File: src/rtl/ring_tdm_pkg.sv
// Shared constants and one-hot helpers for the ring-counter driven TDM mux.
// Optional phase-sequence checking is enabled by defining RING_TDM_SEQ_CHECK_EN.
package ring_tdm_pkg;

   localparam int DATA_W_DEF = 8;
   localparam int N_CH_DEF   = 4;
   localparam int CH_W_DEF   = $clog2(N_CH_DEF);

   // True when exactly one bit of the (zero-extended) vector is set.
   function automatic logic onehot_ok(input logic [31:0] vec);
      int unsigned cnt;
      cnt = 0;
      for (int i = 0; i < 32; i++) begin
         cnt += 32'(vec[i]);
      end
      return (cnt == 1);
   endfunction

   // Index of the highest set bit; meaningful only when onehot_ok(vec) holds.
   function automatic logic [4:0] onehot_idx(input logic [31:0] vec);
      logic [4:0] idx;
      idx = '0;
      for (int i = 0; i < 32; i++) begin
         if (vec[i]) idx = 5'(i);
      end
      return idx;
   endfunction

endpackage

File: src/rtl/ring_phase_check.sv
// Validates the ring-counter phase vector, decodes the active slot index and
// keeps the sticky phase error flag. With RING_TDM_SEQ_CHECK_EN defined it also
// requires each phase to be the previous phase rotated one step toward the MSB.
module ring_phase_check
   import ring_tdm_pkg::*;
#(
   parameter  int N_CH = N_CH_DEF,
   localparam int CH_W = $clog2(N_CH)
) (
   input  logic            clk,
   input  logic            rst,
   input  logic [N_CH-1:0] phase,
   input  logic            err_clr,
   output logic            phase_ok,
   output logic [CH_W-1:0] sel,
   output logic            phase_err
);

   logic one_hot;
   logic seq_ok;
   logic phase_err_d, phase_err_q;

   assign one_hot = onehot_ok(32'(phase));
   assign sel     = CH_W'(onehot_idx(32'(phase)));

`ifdef RING_TDM_SEQ_CHECK_EN
   logic [N_CH-1:0] prev_d, prev_q;
   logic            armed_d, armed_q;
   logic [N_CH-1:0] expect_phase;

   // Track the last phase and arm the sequence check once a well-formed phase is seen.
   always_comb begin
      prev_d       = phase;
      armed_d      = armed_q | one_hot;
      expect_phase = {prev_q[N_CH-2:0], prev_q[N_CH-1]};
      seq_ok       = ~armed_q | (phase == expect_phase);
   end

   // Sequence-check history registers.
   always_ff @(posedge clk or negedge rst) begin
      if (!rst) begin
         prev_q  <= '0;
         armed_q <= 1'b0;
      end else begin
         prev_q  <= prev_d;
         armed_q <= armed_d;
      end
   end
`else
   assign seq_ok = 1'b1;
`endif

   assign phase_ok = one_hot & seq_ok;

   // Sticky error: a new error outranks a simultaneous clear.
   always_comb begin
      phase_err_d = phase_err_q;
      if (err_clr)   phase_err_d = 1'b0;
      if (!phase_ok) phase_err_d = 1'b1;
   end

   // Error flag register.
   always_ff @(posedge clk or negedge rst) begin
      if (!rst) phase_err_q <= 1'b0;
      else      phase_err_q <= phase_err_d;
   end

   assign phase_err = phase_err_q;

endmodule

File: src/rtl/ring_tdm_mux.sv
// Time-division multiplexer: each channel owns one slot per ring revolution and
// drains its one-entry holding register onto a single registered output.
// Optional feature macro: RING_TDM_SEQ_CHECK_EN (phase sequence checking).
//
// Handshake: a word moves from channel i into hold[i] on a rising edge where
// in_valid[i] and in_ready[i] are both 1. in_ready[i] depends only on state and
// the current phase (never on in_valid), so offers may be held until accepted.
module ring_tdm_mux
   import ring_tdm_pkg::*;
#(
   parameter  int DATA_W = DATA_W_DEF,
   parameter  int N_CH   = N_CH_DEF,
   localparam int CH_W   = $clog2(N_CH)
) (
   input  logic                   clk,
   input  logic                   rst,
   input  logic [N_CH-1:0]        phase,
   input  logic [N_CH-1:0]        in_valid,
   input  logic [N_CH*DATA_W-1:0] in_data,
   output logic [N_CH-1:0]        in_ready,
   output logic                   out_valid,
   output logic [DATA_W-1:0]      out_data,
   output logic [CH_W-1:0]        out_ch,
   output logic                   phase_err,
   input  logic                   err_clr
);

   logic              phase_ok;
   logic [CH_W-1:0]   sel;
   logic [N_CH-1:0]   drain;
   logic [N_CH-1:0]   xfer;

   logic [N_CH-1:0]   full_d, full_q;
   logic [DATA_W-1:0] hold_d [N_CH];
   logic [DATA_W-1:0] hold_q [N_CH];
   logic              out_valid_d, out_valid_q;
   logic [DATA_W-1:0] out_data_d, out_data_q;
   logic [CH_W-1:0]   out_ch_d, out_ch_q;

   ring_phase_check #(.N_CH(N_CH)) u_phase_check (
      .clk       (clk),
      .rst       (rst),
      .phase     (phase),
      .err_clr   (err_clr),
      .phase_ok  (phase_ok),
      .sel       (sel),
      .phase_err (phase_err)
   );

   // Slot decode and handshake: a draining channel can accept a refill on the same edge.
   always_comb begin
      drain    = phase_ok ? (phase & full_q) : '0;
      in_ready = {N_CH{rst}} & (~full_q | drain);
      xfer     = in_valid & in_ready;
   end

   // Holding registers: drain empties the slot, a same-edge transfer refills it.
   always_comb begin
      full_d = full_q;
      for (int i = 0; i < N_CH; i++) begin
         hold_d[i] = hold_q[i];
         if (drain[i]) full_d[i] = 1'b0;
         if (xfer[i]) begin
            full_d[i] = 1'b1;
            hold_d[i] = in_data[i*DATA_W +: DATA_W];
         end
      end
   end

   // Output stage: a drain presents the old held word; otherwise data/index hold.
   always_comb begin
      out_valid_d = |drain;
      out_data_d  = out_data_q;
      out_ch_d    = out_ch_q;
      if (|drain) begin
         out_data_d = hold_q[sel];
         out_ch_d   = sel;
      end
   end

   // State registers; reset discards any held words.
   always_ff @(posedge clk or negedge rst) begin
      if (!rst) begin
         full_q      <= '0;
         out_valid_q <= 1'b0;
         out_data_q  <= '0;
         out_ch_q    <= '0;
         for (int i = 0; i < N_CH; i++) hold_q[i] <= '0;
      end else begin
         full_q      <= full_d;
         out_valid_q <= out_valid_d;
         out_data_q  <= out_data_d;
         out_ch_q    <= out_ch_d;
         for (int i = 0; i < N_CH; i++) hold_q[i] <= hold_d[i];
      end
   end

   assign out_valid = out_valid_q;
   assign out_data  = out_data_q;
   assign out_ch    = out_ch_q;

endmodule

File: config.mk
export PLATFORM = sky130hd
export DESIGN_NAME = ring_tdm_mux
export DESIGN_NICKNAME = d
export VERILOG_FILES = /design/src/rtl/ring_tdm_pkg.sv /design/src/rtl/ring_phase_check.sv /design/src/rtl/ring_tdm_mux.sv
export SDC_FILE = /design/constraint.sdc
export NUM_CORES = 1
export LEC_CHECK = 0
export ABC_AREA = 1
export ABC_CLOCK_PERIOD_IN_PS = 3850
export CAP_MARGIN = 40
export CORE_UTILIZATION = 42
export DETAILED_ROUTE_END_ITERATION = 12
export GPL_TIMING_DRIVEN = 0
export PLACE_DENSITY_LB_ADDON = 0.05
export RECOVER_POWER = 50
export SYNTH_ARGS = -nofsm -noshare
export SYNTH_HDL_FRONTEND = slang
export SYNTH_SLANG_ARGS = --single-unit
File: constraint.sdc
create_clock -name clk -period 3.85 [get_ports clk]
set_input_delay 0.77 -clock clk [delete_from_list [all_inputs] [get_ports clk]]
set_output_delay 0.77 -clock clk [all_outputs]
set_load 0.05 [all_outputs]
==> flow_summary_export.csv, run 1 <==
group,metric,value,unit
critical_path,r2r-start,"full_q[2]",
routing,num_vias,2246,
logic_synthesis,ys_seq_area_share,47.8,%
final_layout,drive_gt1_share,13.3,%
critical_path,cp.depth,8,
placement,portBuffers,54,
clocking,numClockSinks,48,
die,ios,59,
logic_synthesis,synth_area_leaders,"dfrtp_1 (48%), nand2_1 (17%), nand4_1 (8.0%)",
power_and_ir_drop,ir_drop,0.351,mV
power_and_ir_drop,p_leak,1.63,nW
die,core,5640,um2
logic_synthesis,synth_common_cells,"nand2_1 (115), dfrtp_1 (48), nand4_1 (32), nor2_1 (32), inv_1 (13)",
timing,hold_ws,0.476,ns
critical_path,r2r-end,"out_data[6]",
logic_synthesis,synthesis.nets,352,
die,initial_core_util,44.5,%
clocking,clk_path_buf_depth,2,
clocking,cts.htree.levels,2,
timing,worst_pin_slew,0.652,ns
timing,fin_crit,3.75,ns
critical_path,crit_type,"input pin to primary output",
routing,wl,5.95,mm
logic_synthesis,async_reset_ff_share,100,%
final_layout,utilization,57.6,%
logic_synthesis,synth_cell_types,22,
grt,grtUsageTotal,21.4,%
logic_synthesis,ys_ff_latch,48,
timing,report.final.slew_viol_count,0,
routing,top_layer_used,"met4",
logic_synthesis,synth_top_area_share,47.8,%
timing,post-route-period-util,97.3,%
critical_path,worstPathCellList,"clkdlybuf4s50_1, ha_1, fa_1, ha_1, inv_1, nand3_2, a21oi_1, buf_2",
final_layout,final_cell_area,3250,um2
routing,drtIter0Drc,148,
routing,wl_per_cell,13.5,um
grt,overflow,0,
die,die_h,79.3,um
logic_synthesis,netlist.top_cell.by_area,"dfrtp_1",
clocking,clk_pin_slew,0.09,ns
run,drv_cap,0,
critical_path,reg2reg_depth,6,
routing,met2_length,2.84,mm
logic_synthesis,netlist_instances,306,
clocking,clock_latency,0.31,ns
critical_path,worst_ep_required_time,3.08,ns
routing,wl_met1,2.80,mm
critical_path,crit_buf_inv,3,
critical_path,crit_path_frequent_cell,"ha_1",
critical_path,crit_family,"buffers and inverters",
timing,hold_viol_final,0,
worst_hold_path,min_path_type,"input pin to async pin",
final_layout,instances_no_fill,441,
placement,post_dp_cell_area,3160,um2
critical_path,crit_slowest_cell,"clkdlybuf4s50_1",
placement,place_congestion,0.816,
grt,grt_pass1_wl,10.1,mm
routing,via_per_inst,5.09,
critical_path,critPathMaxStageDelay,0.50,ns
routing,drc_errors,0,
grt,grt_pass1_vias,2147,
grt,grt_max_degree,28,
critical_path,r2r_setup_slack,2.55,ns
logic_synthesis,synthesis.area,2510,um2
die,die_area,6290,um2
power_and_ir_drop,p_per_area,680,nW/um2
clocking,clock-root-buffer,"clkbuf_8",
timing,setup_viol,0,
critical_path,cp-startpoint,"phase[1]",
critical_path,setup.worst_path.end,"in_ready[2]",
logic_synthesis,yosysMostFrequentCell,"nand2_1",
placement,post-place-ws,-0.435,ns
timing,slew-limit-headroom,56.5,%
timing,rsz0062_at_grt,"true",
placement,dp_cells,433,
run_status,status,"finished, final reports clean",
timing,fin_ws,0.103,ns
critical_path,cp-end-kind,"primary output",
clocking,cts_tree,"done",
timing,max_freq,0.267,GHz
logic_synthesis,synth_edf_count,0,
final_layout,diodes,0,
logic_synthesis,yosysWarnings,0,
grt,antenna_found_initial,0,
logic_synthesis,synth-main-ff-cell,"dfrtp_1",
final_layout,area_growth,29.5,%
logic_synthesis,synth_area_per_cell,8.21,um2
final_layout,layout.nets,414,
die,rows,27,
placement,place_hpwl,4.39,mm
critical_path,start_kind,"input pin",
critical_path,crit_fanout,4,
critical_path,cp.arrival,2.98,ns
timing,fin_worst_skew,0.00877,ns
routing,met3_length,227,um
routing,drtPass1Iterations,4,
clocking,cts_inserted_buffers,5,
die,die_x,79.3,um
routing,ant_nets,0,
worst min path at each step:
stage	startpoint	to	slack (ns)
after global routing	hold_q[24]	hold_q[24]	0.50
final	rst	hold_q[4]	0.48
after global placement	hold_q[14]	hold_q[14]	0.45
after detailed placement	hold_q[15]	hold_q[15]	0.46
after CTS	hold_q[22]	hold_q[22]	0.48
after floorplan	hold_q[16]	hold_q[16]	0.44
kinds of logic (layout without fill, tap and decap cells):
| family | Yosys count | after routing | synth area share (%) |
|---|---|---|---|
| AND/OR/NAND/NOR | 208 | 208 | 40.9 |
| adder cells (fa/ha/maj) | 3 | 3 | 1.79 |
| flip-flops | 48 | 48 | 47.8 |
| AO/OA/AOI/OAI | 15 | 15 | 3.29 |
| buffers and inverters | 32 | 95 | 6.23 |
area by class of cell:
cell class / count / area, um2
fillers: 564 / 2390
well taps: 72 / 90.1
flip-flops and latches: 48 / 1200
clock inverters: 2 / 35.0
multi-input cells: 226 / 1150
repair buffers: 55 / 543
inverters: 19 / 71.3
plain buffers: 13 / 85.1
clock buffers: 6 / 72.6
report_power, final:
part / internal (W) / leakage, nW / switching (W) / total, W
Combinational: 0.000335 / 0.983 / 0.000627 / 0.000962
Sequential: 0.000744 / 0.589 / 0.000140 / 0.000884
Clock: 0.000193 / 0.0552 / 0.000173 / 0.000366
Total: 0.00127 / 1.63 / 0.000939 / 0.00221
sequential cells by signal (all words and copies together) (netlist names):
register / count
full_q: 4
hold_q: 32
out_ch: 2
out_data: 8
out_valid: 1
u_phase_check.phase_err: 1
per-layer routing:
layer  vias to the layer above  track usage (%)
li1                       1133                -
met2                        53             35.7
met1                      1053             27.7
met3                         7             3.68
met4                         0             7.64
met5                         -                0
worst register-to-register path, delay by kind of cell (launching register included):
kind	cells	cell delay, ns
AO/OA/AOI/OAI	1	0.22
buffers and inverters	2	0.31
flip-flops	1	0.43
AND/OR/NAND/NOR	3	0.28
cell usage in the layout, fill, tap and decap left out:
cell / netlist / routed
nand3_1: 10 / 10
nand3_4: 4 / 4
nand2_4: 5 / 5
buf_16: 0 / 1
dlygate4sd3_1: 0 / 7
nor3_4: 1 / 1
bufinv_16: 0 / 1
ha_1: 2 / 2
dfrtp_1: 48 / 48
inv_2: 6 / 6
nand4_1: 32 / 32
clkbuf_1: 4 / 5
buf_2: 5 / 10
o21ai_0: 1 / 1
o21ai_1: 8 / 8
nand2_2: 3 / 3
fa_1: 1 / 1
a21oi_1: 4 / 4
buf_6: 4 / 4
nor2_4: 2 / 2
nand2_1: 115 / 115
clkinv_2: 0 / 1
inv_1: 13 / 13
clkbuf_8: 0 / 5
nand3_2: 4 / 4
o21ai_2: 2 / 2
nor2_1: 32 / 32
clkdlybuf4s50_1: 0 / 42
stage by stage:
stage          power (W)   TNS, ns
2_1_floorplan    0.00157         0
3_3_place_gp     0.00187     -7.74
3_5_place_dp     0.00189     -1.68
4_1_cts          0.00225         0
5_1_grt          0.00238  -0.00112
6_report         0.00221         0
what timing repair did:
action	CTS	global route
gates resized for setup	13	7
pin swaps	0	0
hold buffers	0	0
setup buffers	0	0
endpoints found under the setup margin	4	4
endpoints found under the hold margin	0	0
cloned	0	0
Power figures use the tool's default switching activity.
==> inputs of run 2 (changes only) <==
Settings changed: CORE_UTILIZATION 42 to 54.
==> run 2 against run 1 <==
Effect of this change: worst hold slack better by 0.0034 ns; sequential power rose by 1%; clock-buffer cell count unchanged; cell area fell by 2.0%; clock skew up 0.0039 ns; maximum frequency down 0.17%; setup slack worse by 0.0063 ns; highest routed layer unchanged.
==> flow_summary_export.csv, run 2 (synthesis gave the netlist of run 1 again) <==
group,metric,value,unit
power_and_ir_drop,p_clk_share,13.3,%
routing,drtPass1Iterations,4,
clocking,cts.htree.levels,2,
power_and_ir_drop,p_sw,0.000937,W
final_layout,nFillCells,367,
routing,drtIter0Drc,133,
clocking,clk_path_buf_depth,2,
die,initial_core_util,56.9,%
timing,max_freq,0.266,GHz
placement,dp_cells,413,
power_and_ir_drop,seqPwrFrac,41.7,%
die,ios,59,
timing,setup_viol,0,
power_and_ir_drop,power.total,0.00214,W
routing,wl_per_cell,13.5,um
placement,place_hpwl,4.26,mm
routing,wl,5.67,mm
worst_hold_path,hold_depth,2,
run,drv_cap,0,
critical_path,critPathMaxStageDelay,0.50,ns
critical_path,crit_path_frequent_cell,"ha_1",
grt,antenna_found_initial,0,
critical_path,crit_type,"input pin to primary output",
final_layout,instances_no_fill,420,
critical_path,start_kind,"input pin",
die,rows,24,
critical_path,cp.arrival,2.98,ns
critical_path,worstPathCellList,"clkdlybuf4s50_1, ha_1, fa_1, ha_1, inv_1, nand3_2, a21oi_1, buf_2",
timing,report.final.slew_viol_count,0,
clocking,numClockSinks,48,
final_layout,drive_gt1_share,12.8,%
routing,drc_errors,0,
die,die_x,70.2,um
timing,worst_pin_slew,1.36,ns
timing,slew-limit-headroom,9.36,%
power_and_ir_drop,switching_share,43.8,%
run_status,status,"finished, final reports clean",
final_layout,layout.nets,414,
grt,overflow,0,
die,die_h,70.2,um
routing,num_vias,2245,
power_and_ir_drop,p_leak,1.61,nW
final_layout,final_common_cell,"nand2_1",
final_layout,area_growth,27.0,%
clocking,clk_pin_slew,0.08,ns
clocking,clock-root-buffer,"clkbuf_8",
critical_path,crit_slowest_cell,"clkdlybuf4s50_1",
grt,grtUsageTotal,24.6,%
clocking,clock_latency,0.30,ns
power_and_ir_drop,comb_power_share,44.9,%
critical_path,crit_fanout,4,
critical_path,cp-end-kind,"primary output",
clocking,cts_tree,"done",
timing,post-route-period-util,97.5,%
final_layout,top_register,"hold_q",
power_and_ir_drop,ir_drop,0.388,mV
worst_hold_path,min_path_type,"flip-flop to flip-flop",
grt,grt_pass1_vias,2032,
timing,fin_crit,3.75,ns
grt,grt_pass1_wl,9.50,mm
clocking,cts_inserted_buffers,5,
final_layout,largest_reg_flops,32,
power_and_ir_drop,p_per_area,671,nW/um2
critical_path,reg2reg_depth,7,
final_layout,diodes,0,
timing,fin_worst_skew,0.0127,ns
die,die_area,4930,um2
placement,portBuffers,54,
die,core,4410,um2
routing,ant_nets,0,
power_and_ir_drop,internal_power,0.00120,W
critical_path,worst_ep_required_time,3.08,ns
placement,place_congestion,0.830,
final_layout,final_cell_mix,"nand2_1 (115), dfrtp_1 (48), clkdlybuf4s50_1 (41), nand4_1 (32), nor2_1 (32)",
routing,via_per_inst,5.35,
timing,hold_viol_final,0,
grt,grt_max_degree,26,
timing,rsz0062_at_grt,"false",
timing,hold_ws,0.480,ns
## run 2: power by group through the flow
stage          registers, W  logic [W]  clock network, W
2_1_floorplan       0.00105   0.000519                 0
3_3_place_gp       0.000893   0.000965                 0
3_5_place_dp       0.000901   0.000987                 0
4_1_cts            0.000892   0.000981          0.000288
5_1_grt            0.000920    0.00105          0.000311
6_report           0.000893   0.000961          0.000285
## run 2: worst max-delay path, delay by kind of cell
family                     cells  cell delay (ns)
adders and majority gates      3             0.95
buffers and inverters          3             0.98
AOI/OAI and AO/OA              1             0.15
and+or+nand+nor                1             0.14
## run 2: stage by stage
stage | setup WS [ns] | utilization (%) | instance area, um2 | TNS (ns)
finish | 0.0970 | 72.2 | 3190 | 0
detailed placement | -0.451 | 70.9 | 3130 | -1.77
floorplan | 0.280 | - | 2510 | 0
global placement | -1.16 | 70.6 | 3120 | -5.69
CTS | 0.00348 | 72.4 | 3190 | 0
global route | 0.0267 | 72.2 | 3190 | 0
## run 2: timing repair
item / 4_1_cts / 5_1_grt
gates resized for setup: 19 / 1
hold buffers: 0 / 0
endpoints found under the setup margin: 4 / 1
buffers inserted: 0 / 0
## run 2: area by class of cell
| type | instances | area, um2 | share of cell area, % |
|---|---|---|---|
| Clock buffer | 6 | 72.6 | 2.28 |
| Multi-Input combinational cell | 226 | 1150 | 36.2 |
| Timing Repair Buffer | 55 | 534 | 16.8 |
| Inverter | 19 | 71.3 | 2.24 |
| Clock inverter | 1 | 5.00 | 0.157 |
| Tap cell | 52 | 65.1 | 2.04 |
| Buffer | 13 | 85.1 | 2.67 |
| Sequential cell | 48 | 1200 | 37.7 |
## run 2: final timing paths
kind / start / end / slack, ns
hold / removal: hold_q[13] / hold_q[13] / 0.48
setup reg to reg: full_q[2] / hold_q[15] / 2.61
setup / recovery: phase[1] / in_ready[2] / 0.1
max in group asynchronous: rst / hold_q[15] / 2.28
min in group asynchronous: rst / hold_q[4] / 0.76
hold reg to reg: hold_q[13] / hold_q[13] / 0.48
## run 2: per-layer routing
| metal | vias up | track usage [%] | wire length, um |
|---|---|---|---|
| met4 | 0 | 5.33 | 25 |
| li1 | 1128 | - | - |
| met1 | 1054 | 33.8 | 2530 |
| met3 | 2 | 4.33 | 263 |
| met2 | 61 | 40.9 | 2850 |
| met5 | - | 0 | 0 |
